### config.mk
export PLATFORM = sky130hd
export DESIGN_NAME = core_issue_buffer
export DESIGN_NICKNAME = d
export VERILOG_FILES = /design/src/rtl/core_issue_buffer_pkg.sv /design/src/rtl/core_issue_buffer_lead_ones.sv /design/src/rtl/core_issue_buffer.sv
export SDC_FILE = /design/constraint.sdc
export NUM_CORES = 1
export LEC_CHECK = 0
export ABC_CLOCK_PERIOD_IN_PS = 16149
export CORE_ASPECT_RATIO = 0.8
export CORE_MARGIN = 2
export CORE_UTILIZATION = 38
export DETAILED_ROUTE_END_ITERATION = 8
export PLACE_DENSITY_LB_ADDON = 0.12
export RECOVER_POWER = 25
export REMOVE_ABC_BUFFERS = 1
export SLEW_MARGIN = 20
export SYNTH_ARGS = -nofsm -noshare
export SYNTH_HDL_FRONTEND = slang
export SYNTH_HIERARCHICAL = 1
export SYNTH_SLANG_ARGS = --single-unit
export TNS_END_PERCENT = 20
### constraint.sdc
create_clock -name clk -period 16.15 [get_ports clk]
set_input_delay 4.845 -clock clk [delete_from_list [all_inputs] [get_ports clk]]
set_output_delay 4.845 -clock clk [all_outputs]
set_load 0.01 [all_outputs]
### src/rtl/core_issue_buffer_pkg.sv
// Shared types and helpers for the in-order issue staging buffer.
package core_issue_buffer_pkg;

    localparam int INST_WIDTH = 128;

    typedef logic [INST_WIDTH-1:0] inst_t;

    function automatic int min_int(input int a, input int b);
        return (a < b) ? a : b;
    endfunction

endpackage

### src/rtl/core_issue_buffer_lead_ones.sv
// Leading-ones counter: number of contiguous set bits starting at bit 0.
module lead_ones_count #(
    parameter int WIDTH = 2
) (
    input  logic [WIDTH-1:0]               vec,
    output logic [$clog2(WIDTH+1)-1:0]     cnt
);

    localparam int CW = $clog2(WIDTH + 1);

    logic run;

    always_comb begin
        cnt = '0;
        run = 1'b1;
        for (int i = 0; i < WIDTH; i++) begin
            run = run & vec[i];
            if (run) begin
                cnt = cnt + CW'(1);
            end
        end
    end

endmodule

### src/rtl/core_issue_buffer.sv
// In-order issue staging buffer: compacts issued slots every cycle and refills
// from the decoder FIFO with the space that remains.
module core_issue_buffer
    import core_issue_buffer_pkg::*;
#(
    parameter int DATA_WIDTH  = INST_WIDTH,
    parameter int ISSUE_WIDTH = 2,
    parameter int SLOTS       = 4
) (
    input  logic                                 clk,
    input  logic                                 rst,
    input  logic                                 flush_i,
    input  logic                                 hold_i,
    input  logic [ISSUE_WIDTH-1:0]               in_valid_i,
    input  logic [ISSUE_WIDTH*DATA_WIDTH-1:0]    in_data_i,
    output logic [$clog2(ISSUE_WIDTH+1)-1:0]     in_num_o,
    output logic [ISSUE_WIDTH-1:0]               out_valid_o,
    output logic [ISSUE_WIDTH*DATA_WIDTH-1:0]    out_data_o,
    input  logic [ISSUE_WIDTH-1:0]               issue_i,
    output logic [$clog2(SLOTS+1)-1:0]           count_o
);

    localparam int CW = $clog2(SLOTS + 1);
    localparam int IW = $clog2(ISSUE_WIDTH + 1);

    typedef logic [CW-1:0] slot_cnt_t;
    typedef logic [IW-1:0] issue_cnt_t;

    generate
        if (SLOTS < ISSUE_WIDTH) begin : g_bad_slots
            $error("core_issue_buffer: SLOTS must be >= ISSUE_WIDTH");
        end
    endgenerate

    logic [DATA_WIDTH-1:0]  slot_q [SLOTS];
    logic [DATA_WIDTH-1:0]  slot_d [SLOTS];
    slot_cnt_t              count_q;
    slot_cnt_t              count_d;
    slot_cnt_t              remain;
    slot_cnt_t              space;
    slot_cnt_t              take;
    issue_cnt_t             issued;
    issue_cnt_t             in_cnt;
    logic [ISSUE_WIDTH-1:0] issue_ok;
    logic [ISSUE_WIDTH-1:0] issue_inc;

    genvar k;
    generate
        for (k = 0; k < ISSUE_WIDTH; k++) begin : g_out
            assign out_valid_o[k]                           = (CW'(k) < count_q);
            assign out_data_o[k*DATA_WIDTH +: DATA_WIDTH]  = slot_q[k];
        end
    endgenerate

    assign count_o   = count_q;
    assign issue_ok  = issue_i & out_valid_o;
    assign issue_inc = issue_i + ISSUE_WIDTH'(1);

    lead_ones_count #(.WIDTH(ISSUE_WIDTH)) u_issue_cnt (
        .vec (issue_ok),
        .cnt (issued)
    );

    lead_ones_count #(.WIDTH(ISSUE_WIDTH)) u_in_cnt (
        .vec (in_valid_i),
        .cnt (in_cnt)
    );

    // Intake uses space freed by this cycle's issue, so a full buffer that
    // issues can refill in the same cycle.
    always_comb begin
        remain = count_q - CW'(issued);
        space  = CW'(SLOTS) - remain;
        take   = CW'(min_int(int'(in_cnt), int'(space)));
        if (take > CW'(ISSUE_WIDTH)) begin
            take = CW'(ISSUE_WIDTH);
        end
        if (rst || flush_i || hold_i) begin
            in_num_o = '0;
        end else begin
            in_num_o = IW'(take);
        end
    end

    always_comb begin
        for (int j = 0; j < SLOTS; j++) begin
            slot_d[j] = slot_q[j];
            for (int s = 0; s < SLOTS; s++) begin
                if ((j < int'(remain)) && (s == j + int'(issued))) begin
                    slot_d[j] = slot_q[s];
                end
            end
            for (int i = 0; i < ISSUE_WIDTH; i++) begin
                if ((i < int'(in_num_o)) && (j == int'(remain) + i)) begin
                    slot_d[j] = in_data_i[i*DATA_WIDTH +: DATA_WIDTH];
                end
            end
        end
        if (rst || flush_i) begin
            count_d = '0;
        end else begin
            count_d = remain + CW'(in_num_o);
        end
    end

    always_ff @(posedge clk) begin
        if (rst) begin
            count_q <= '0;
        end else begin
            count_q <= count_d;
        end
    end

    // Slot payloads carry no reset; only count_q qualifies them.
    always_ff @(posedge clk) begin
        for (int j = 0; j < SLOTS; j++) begin
            slot_q[j] <= slot_d[j];
        end
    end

    always_ff @(posedge clk) begin
        if (!rst) begin
            assert ((issue_i & issue_inc) == '0)
                else $error("core_issue_buffer: non-prefix issue_i %b", issue_i);
            assert ((issue_i & ~out_valid_o) == '0)
                else $error("core_issue_buffer: issue on invalid lane %b/%b", issue_i, out_valid_o);
        end
    end

endmodule

==> results of run 1 <==
## Yosys cell counts, drive strengths merged (3+ instances only)
| master | count | area share [%] |
|---|---|---|
| buf | 92 | 1.5 |
| and2 | 7 | 0.15 |
| o21ai | 192 | 3.0 |
| edfxtp | 512 | 48 |
| or3 | 6 | 0.12 |
| nand2 | 711 | 8.4 |
| clkbuf | 215 | 2.5 |
| a211oi | 126 | 3.0 |
| inv | 8 | 0.094 |
| nor2 | 390 | 4.6 |
| o211ai | 3 | 0.071 |
| a21oi | 5 | 0.079 |
| ha | 5 | 0.20 |
| nand3 | 73 | 1.1 |
| dfxtp | 3 | 0.19 |
| o21a | 4 | 0.094 |
| a221o | 126 | 4.0 |
| a31oi | 256 | 5.0 |
| mux2 | 60 | 2.1 |
| nor3 | 7 | 0.13 |
| mux2i | 382 | 12 |
| o221a | 68 | 2.4 |
## cells in the final DEF (no fill, tap or decap), drive strengths merged, types with 126 or more instances in the layout
master / instances
edfxtp: 512
a211oi: 126
dlygate4sd3: 262
clkdlybuf4s50: 264
a31oi: 256
o21ai: 192
mux2i: 382
nand2: 711
nor2: 390
a221o: 126
## worst paths after layout
check | depth (start not counted) | endpoint | slack (ns)
setup reg to reg | 15 | slot_q[2][0] | 7.57
setup / recovery | 13 | in_num_o[0] | 1.79
hold / removal | 2 | slot_q[3][115] | 0.72
hold reg to reg | 2 | slot_q[3][115] | 0.72
## worst register-to-register path, delay by kind of cell, from the launching register on
kind	cells	cell delay [ns]
AOI/OAI and AO/OA	2	0.60
adders and majority gates	3	1.16
buffers and inverters	2	1.33
DFF	1	0.36
and+or+nand+nor	8	4.75
## where the power goes
part,internal (mW),leakage (nW),switching (mW)
sequential,1.49,4.64,0.0160
clock,0.766,0.909,0.580
combinational,0.143,8.95,0.158
total,2.40,14.5,0.754
## cell type report
class	count	area, um^2	share of cell area, %
antenna	15	37.54	0.09495
clock buffer	80	1638	4.143
clock inverter	28	219.0	0.5538
multi-input combinational	2447	15140	38.29
sequential	515	15430	39.04
inverter	8	30.03	0.07596
timing repair buffer	577	5658	14.31
tap	1104	1381	3.494
## kinds of logic (layout without fill, tap and decap cells)
| logic type | Yosys count | after routing | synth area share [%] |
|---|---|---|---|
| AND/OR/NAND/NOR | 1207 | 1207 | 14.85 |
| buffers and inverters | 315 | 693 | 4.126 |
| AO/OA/AOI/OAI | 789 | 789 | 17.90 |
| multiplexers | 442 | 442 | 14.16 |
| flip-flops | 515 | 515 | 48.56 |
| other | 0 | 15 | 0 |
| adder cells (fa/ha/maj) | 7 | 7 | 0.3228 |
| XOR/XNOR | 2 | 2 | 0.07875 |
## per-layer routing
layer  wire (um)  track usage, %
met5         133               0
met4        2966           8.542
met3       11390           6.476
met2       56580           43.18
met1       50990           36.51
## flip-flops by register name, indices dropped and copies added (netlist names)
signal,count
slot_q,512
count_o,3
## through the flow
| stage | setup WS, ns | power, mW | util (%) | TNS [ns] |
|---|---|---|---|---|
| 6_report | 1.794 | 3.153 | 47.88 | 0 |
| 5_1_grt | 1.457 | 3.245 | 47.87 | 0 |
| 4_1_cts | 2.126 | 3.186 | 47.92 | 0 |
| 3_5_place_dp | 2.135 | 1.839 | 45.67 | 0 |
| 3_3_place_gp | 2.143 | 1.838 | 45.67 | 0 |
| 2_1_floorplan | -6.899 | 1.668 | - | -2579.61 |
==> impl_metrics.tcl, run 1 <==
set metrics [dict create \
    status "finished with violations" \
    failed_checks "max-capacitance violations, max-slew violations" \
    cp_cell_sequence "dlygate4sd3_1 -> and2_0 -> and2b_4 -> ha_1 -> fa_1 -> nand2b_1 -> and2_0 -> ha_1 -> o21a_1 -> a2bb2oi_1 -> nand2_1 -> nor3_1 -> clkdlybuf4s50_1" \
    fin_crit_sh_pct 88.89 \
    clk_latency_ns 0.64 \
    whs_ns 0.7242 \
    viasPerCell 5.946 \
    placedCellCount 4651 \
    wl_per_cell_um 25.57 \
    crit_family "simple AND/OR/NAND/NOR gates" \
    cp_max_fo 40 \
    rsz0062_at_grt "no" \
    worstSetupEndpointType "output port" \
    drive_gt1_share_pct 7.606 \
    start_kind "input port" \
    worst_slew_pin_slew_ns 4.291 \
    placed_area_um2 37700 \
    drt_iter0_drc 2980 \
    ys_types 49 \
    io-pin-count 527 \
    maxCapViolations 3 \
    power_density_nw_per_um2 79.75 \
    vias 28385 \
    dieArea_um2 85980 \
    crit_slowest_cell "and2b_4" \
    syn-cell-area_um2 31780 \
    max_stage_delay_ns 0.85 \
    critPathKind "in2out" \
    fin_nets 3879 \
    yosys_most_used_dff "edfxtp_1" \
    cts_resized 0 \
    fillers 7792 \
    die_y_um 262.7 \
    ir_worst_vdd_mv 0.07094 \
    worstPathRequired_ns 11.30 \
    postCtsSetupRepairBufs 0 \
    r2r-start "count_o[2]" \
    h-tree-depth 2 \
    syn_inst 3277 \
    port_buffers 526 \
    synth-seq-area-share_pct 48.56 \
    finalSetupViolCount 0 \
    worstHoldStart "slot_q[0][115]" \
    hold_class "reg2reg" \
    cts_tree "yes" \
    grt_pass1_vias 27315 \
    arrival_ns 9.51 \
    instances_no_fill 4774 \
    grt-ovfl-total 0 \
    initial_core_util_pct 38.49 \
    die_w_um 327.3 \
    cts.sinks 515 \
    drt_first_pass_iters 6 \
    ctsHoldBuffers 0 \
    worstSetupStartpoint "issue_i[1]" \
    cellLeakagePower_nw 14.50 \
    skew_ns 0.02656 \
    fmax_ghz 0.06966 \
    synth_edf_count 512 \
    async_flop_share_pct 0 \
    fin_area_um2 39530 \
    postRouteAntennaNets 0 \
    min_period_ns 14.36 \
    dp_hpwl_um 68420 \
    avgSynthCellArea_um2 9.699 \
    slew_viol_final 206 \
    path_clk_slew_ns 0.06 \
    grt_max_degree 129 \
    syn_to_final_growth_pct 24.39 \
    antenna_found_initial 23 \
    cts_root_buf "clkbuf_16" \
    maxSlewHeadroom_pct -186.1 \
    fp-row-count 94 \
    track_usage_pct 27.16 \
    grt_pass1_wl_um 178900 \
    cts_buffer_depth 3 \
    gp_congestion 0.8229 \
    yosys_register_bits 515 \
    synth-warning-count 6 \
    numCtsBuffers 59 \
    hold_violations 0 \
    drcViolationCount 0 \
    core-area_um2 82560 \
    timing.critical_path.buf_inv 2 \
    wl_um 122100 \
]
(Power assumes the default switching activity.)
==> inputs of run 2 (changes only) <==
CAP_MARGIN = 20   (was default)
CELL_PAD_IN_SITES_DETAIL_PLACEMENT = 0   (was default)
CELL_PAD_IN_SITES_GLOBAL_PLACEMENT = 1   (was default)
==> run 2 against run 1 <==
Net effect: the flow still finishes with violations (max-capacitance violations, max-slew violations); largest power group unchanged; fmax up 0.51%; flip-flop and latch count unchanged; global-route usage is 1.9 points higher; setup slack gained 0.073 ns; worst hold slack improved by 0.0053 ns; critical endpoint unchanged.
==> impl_metrics.tcl, run 2 (synthesis gave the netlist of run 1 again) <==
set metrics [dict create \
    io-pin-count 527 \
    port_buffers 526 \
    largest_register "slot_q" \
    postRouteAntennaNets 0 \
    ir_worst_vdd_mv 0.05444 \
    final_core_util_pct 47.81 \
    fmax_ghz 0.07001 \
    p_int_mw 2.334 \
    antenna_found_initial 32 \
    clk_latency_ns 0.64 \
    p_total_mw 3.104 \
    cts_root_buf "clkbuf_16" \
    worstSetupEndpointType "output port" \
    die_y_um 262.7 \
    clkPwrFrac_pct 41.6 \
    finalSetupViolCount 0 \
    ctsHoldBuffers 0 \
    maxSlewHeadroom_pct -223.5 \
    h-tree-depth 2 \
    crit_family "simple AND/OR/NAND/NOR gates" \
    wl_um 129500 \
    cp_cell_sequence "dlygate4sd3_1 -> and2_0 -> and2b_4 -> ha_1 -> fa_1 -> nand2b_1 -> and2_0 -> ha_1 -> o21a_1 -> a2bb2oi_1 -> nand2_1 -> nor3_1 -> clkdlybuf4s50_1" \
    maxCapViolations 4 \
    grt_max_degree 203 \
    dieArea_um2 85980 \
    fp-row-count 94 \
    r2r_setup_slack_ns 7.72 \
    drcViolationCount 0 \
    status "finished with violations" \
    slew_viol_final 243 \
    drive_gt1_share_pct 7.405 \
    viasPerCell 6.056 \
    die_w_um 327.3 \
    hold_violations 0 \
    start_kind "input port" \
    crit_slowest_cell "and2b_4" \
    worstPathRequired_ns 11.30 \
    rsz0062_at_grt "no" \
    cts.sinks 515 \
    failed_checks "max-capacitance violations, max-slew violations" \
    gp_congestion 0.8335 \
    cts_resized 0 \
    comb_power_share_pct 9.9 \
    initial_core_util_pct 38.49 \
    cp_max_fo 33 \
    drt_first_pass_iters 6 \
    track_usage_pct 29.02 \
    postCtsSetupRepairBufs 0 \
    p_sw_share_pct 24.79 \
    vias 28882 \
    hold_class "reg2reg" \
    grt_pass1_vias 28944 \
    fin_nets 3868 \
    final.setup.tns_ns 0 \
    grt-ovfl-total 0 \
    whs_ns 0.7295 \
    critPathKind "in2out" \
    power_density_nw_per_um2 78.63 \
    cellLeakagePower_nw 14.46 \
    numCtsBuffers 59 \
    cts_buffer_depth 3 \
    fin_crit_sh_pct 88.44 \
    grt_pass1_wl_um 190100 \
    p_switching_mw 0.7696 \
    layout.cells.most_common "nand2_1" \
    syn_to_final_growth_pct 24.21 \
    core-area_um2 82560 \
    max_stage_delay_ns 0.75 \
    min_period_ns 14.28 \
    arrival_ns 9.44 \
    largest_register_ffs 512 \
    wl_per_cell_um 27.15 \
    path_clk_slew_ns 0.06 \
    pwr-share-seq_pct 48.6 \
    skew_ns 0.01603 \
    most-common-layout-cells "709 x nand2_1, 512 x edfxtp_1, 390 x nor2_1, 382 x mux2i_1, 264 x clkdlybuf4s50_1" \
    drt_iter0_drc 2949 \
    cts_tree "yes" \
    worst_slew_pin_slew_ns 4.852 \
    dp_hpwl_um 69810 \
    timing.critical_path.buf_inv 2 \
]
[run 2: cell types whose count changed in the layout (fill, tap and decap cells not counted), sizes merged]
cell | before | now
buf | 50 | 39
clkinv | 24 | 35
clkbuf | 81 | 75
diode | 15 | 19
bufinv | 4 | 1
[run 2: worst register-to-register path: cells and delay by family (launching register included)]
family / cells / cell delay, ns
compound gates: 4 / 0.91
buf+inv: 1 / 2.43
simple gates: 6 / 2.14
flops: 1 / 0.35
fa+ha+maj: 3 / 1.17
[run 2: path summary, 6_finish.rpt]
| check | from | to | depth (start not counted) |
|---|---|---|---|
| hold / removal | slot_q[0][59] | slot_q[3][59] | 2 |
| setup reg to reg | count_o[2] | slot_q[1][1] | 14 |
| hold reg to reg | slot_q[0][59] | slot_q[3][59] | 2 |
| setup / recovery | issue_i[1] | in_num_o[0] | 13 |
[run 2: power by group through the flow]
stage               combinational [mW]  sequential (mW)  clock (mW)
floorplan                        0.127             1.54           0
global placement                 0.303             1.53           0
detailed placement               0.309             1.53           0
CTS                              0.310             1.51        1.32
global route                     0.327             1.51        1.36
finish                           0.306             1.51        1.29
[run 2: per-stage QoR]
step,std cells,instance area [um^2],setup WS [ns]
2_1_floorplan,2970,30500,-6.899
3_3_place_gp,4639,37700,2.261
3_5_place_dp,4640,37730,2.203
4_1_cts,4750,39490,2.182
5_1_grt,4766,39470,1.667
6_report,4769,39480,1.866
[run 2: layout make-up]
| cell class | instances | area (um^2) |
|---|---|---|
| Multi-Input combinational cell | 2447 | 15140 |
| Clock inverter | 36 | 185.2 |
| Inverter | 8 | 30.03 |
| Antenna cell | 19 | 47.55 |
| Clock buffer | 74 | 1575 |
| Tap cell | 1104 | 1381 |
| Timing Repair Buffer | 566 | 5683 |
| Fill cell | 7713 | 43090 |
| Sequential cell | 515 | 15430 |
[run 2: per-layer routing]
metal,track usage [%],up-vias,routed length (um)
met4,11.48,26,4155
met5,0,-,165
li1,-,12932,-
met1,36.10,14305,51330
met3,7.095,259,11740
met2,48.37,1360,62080
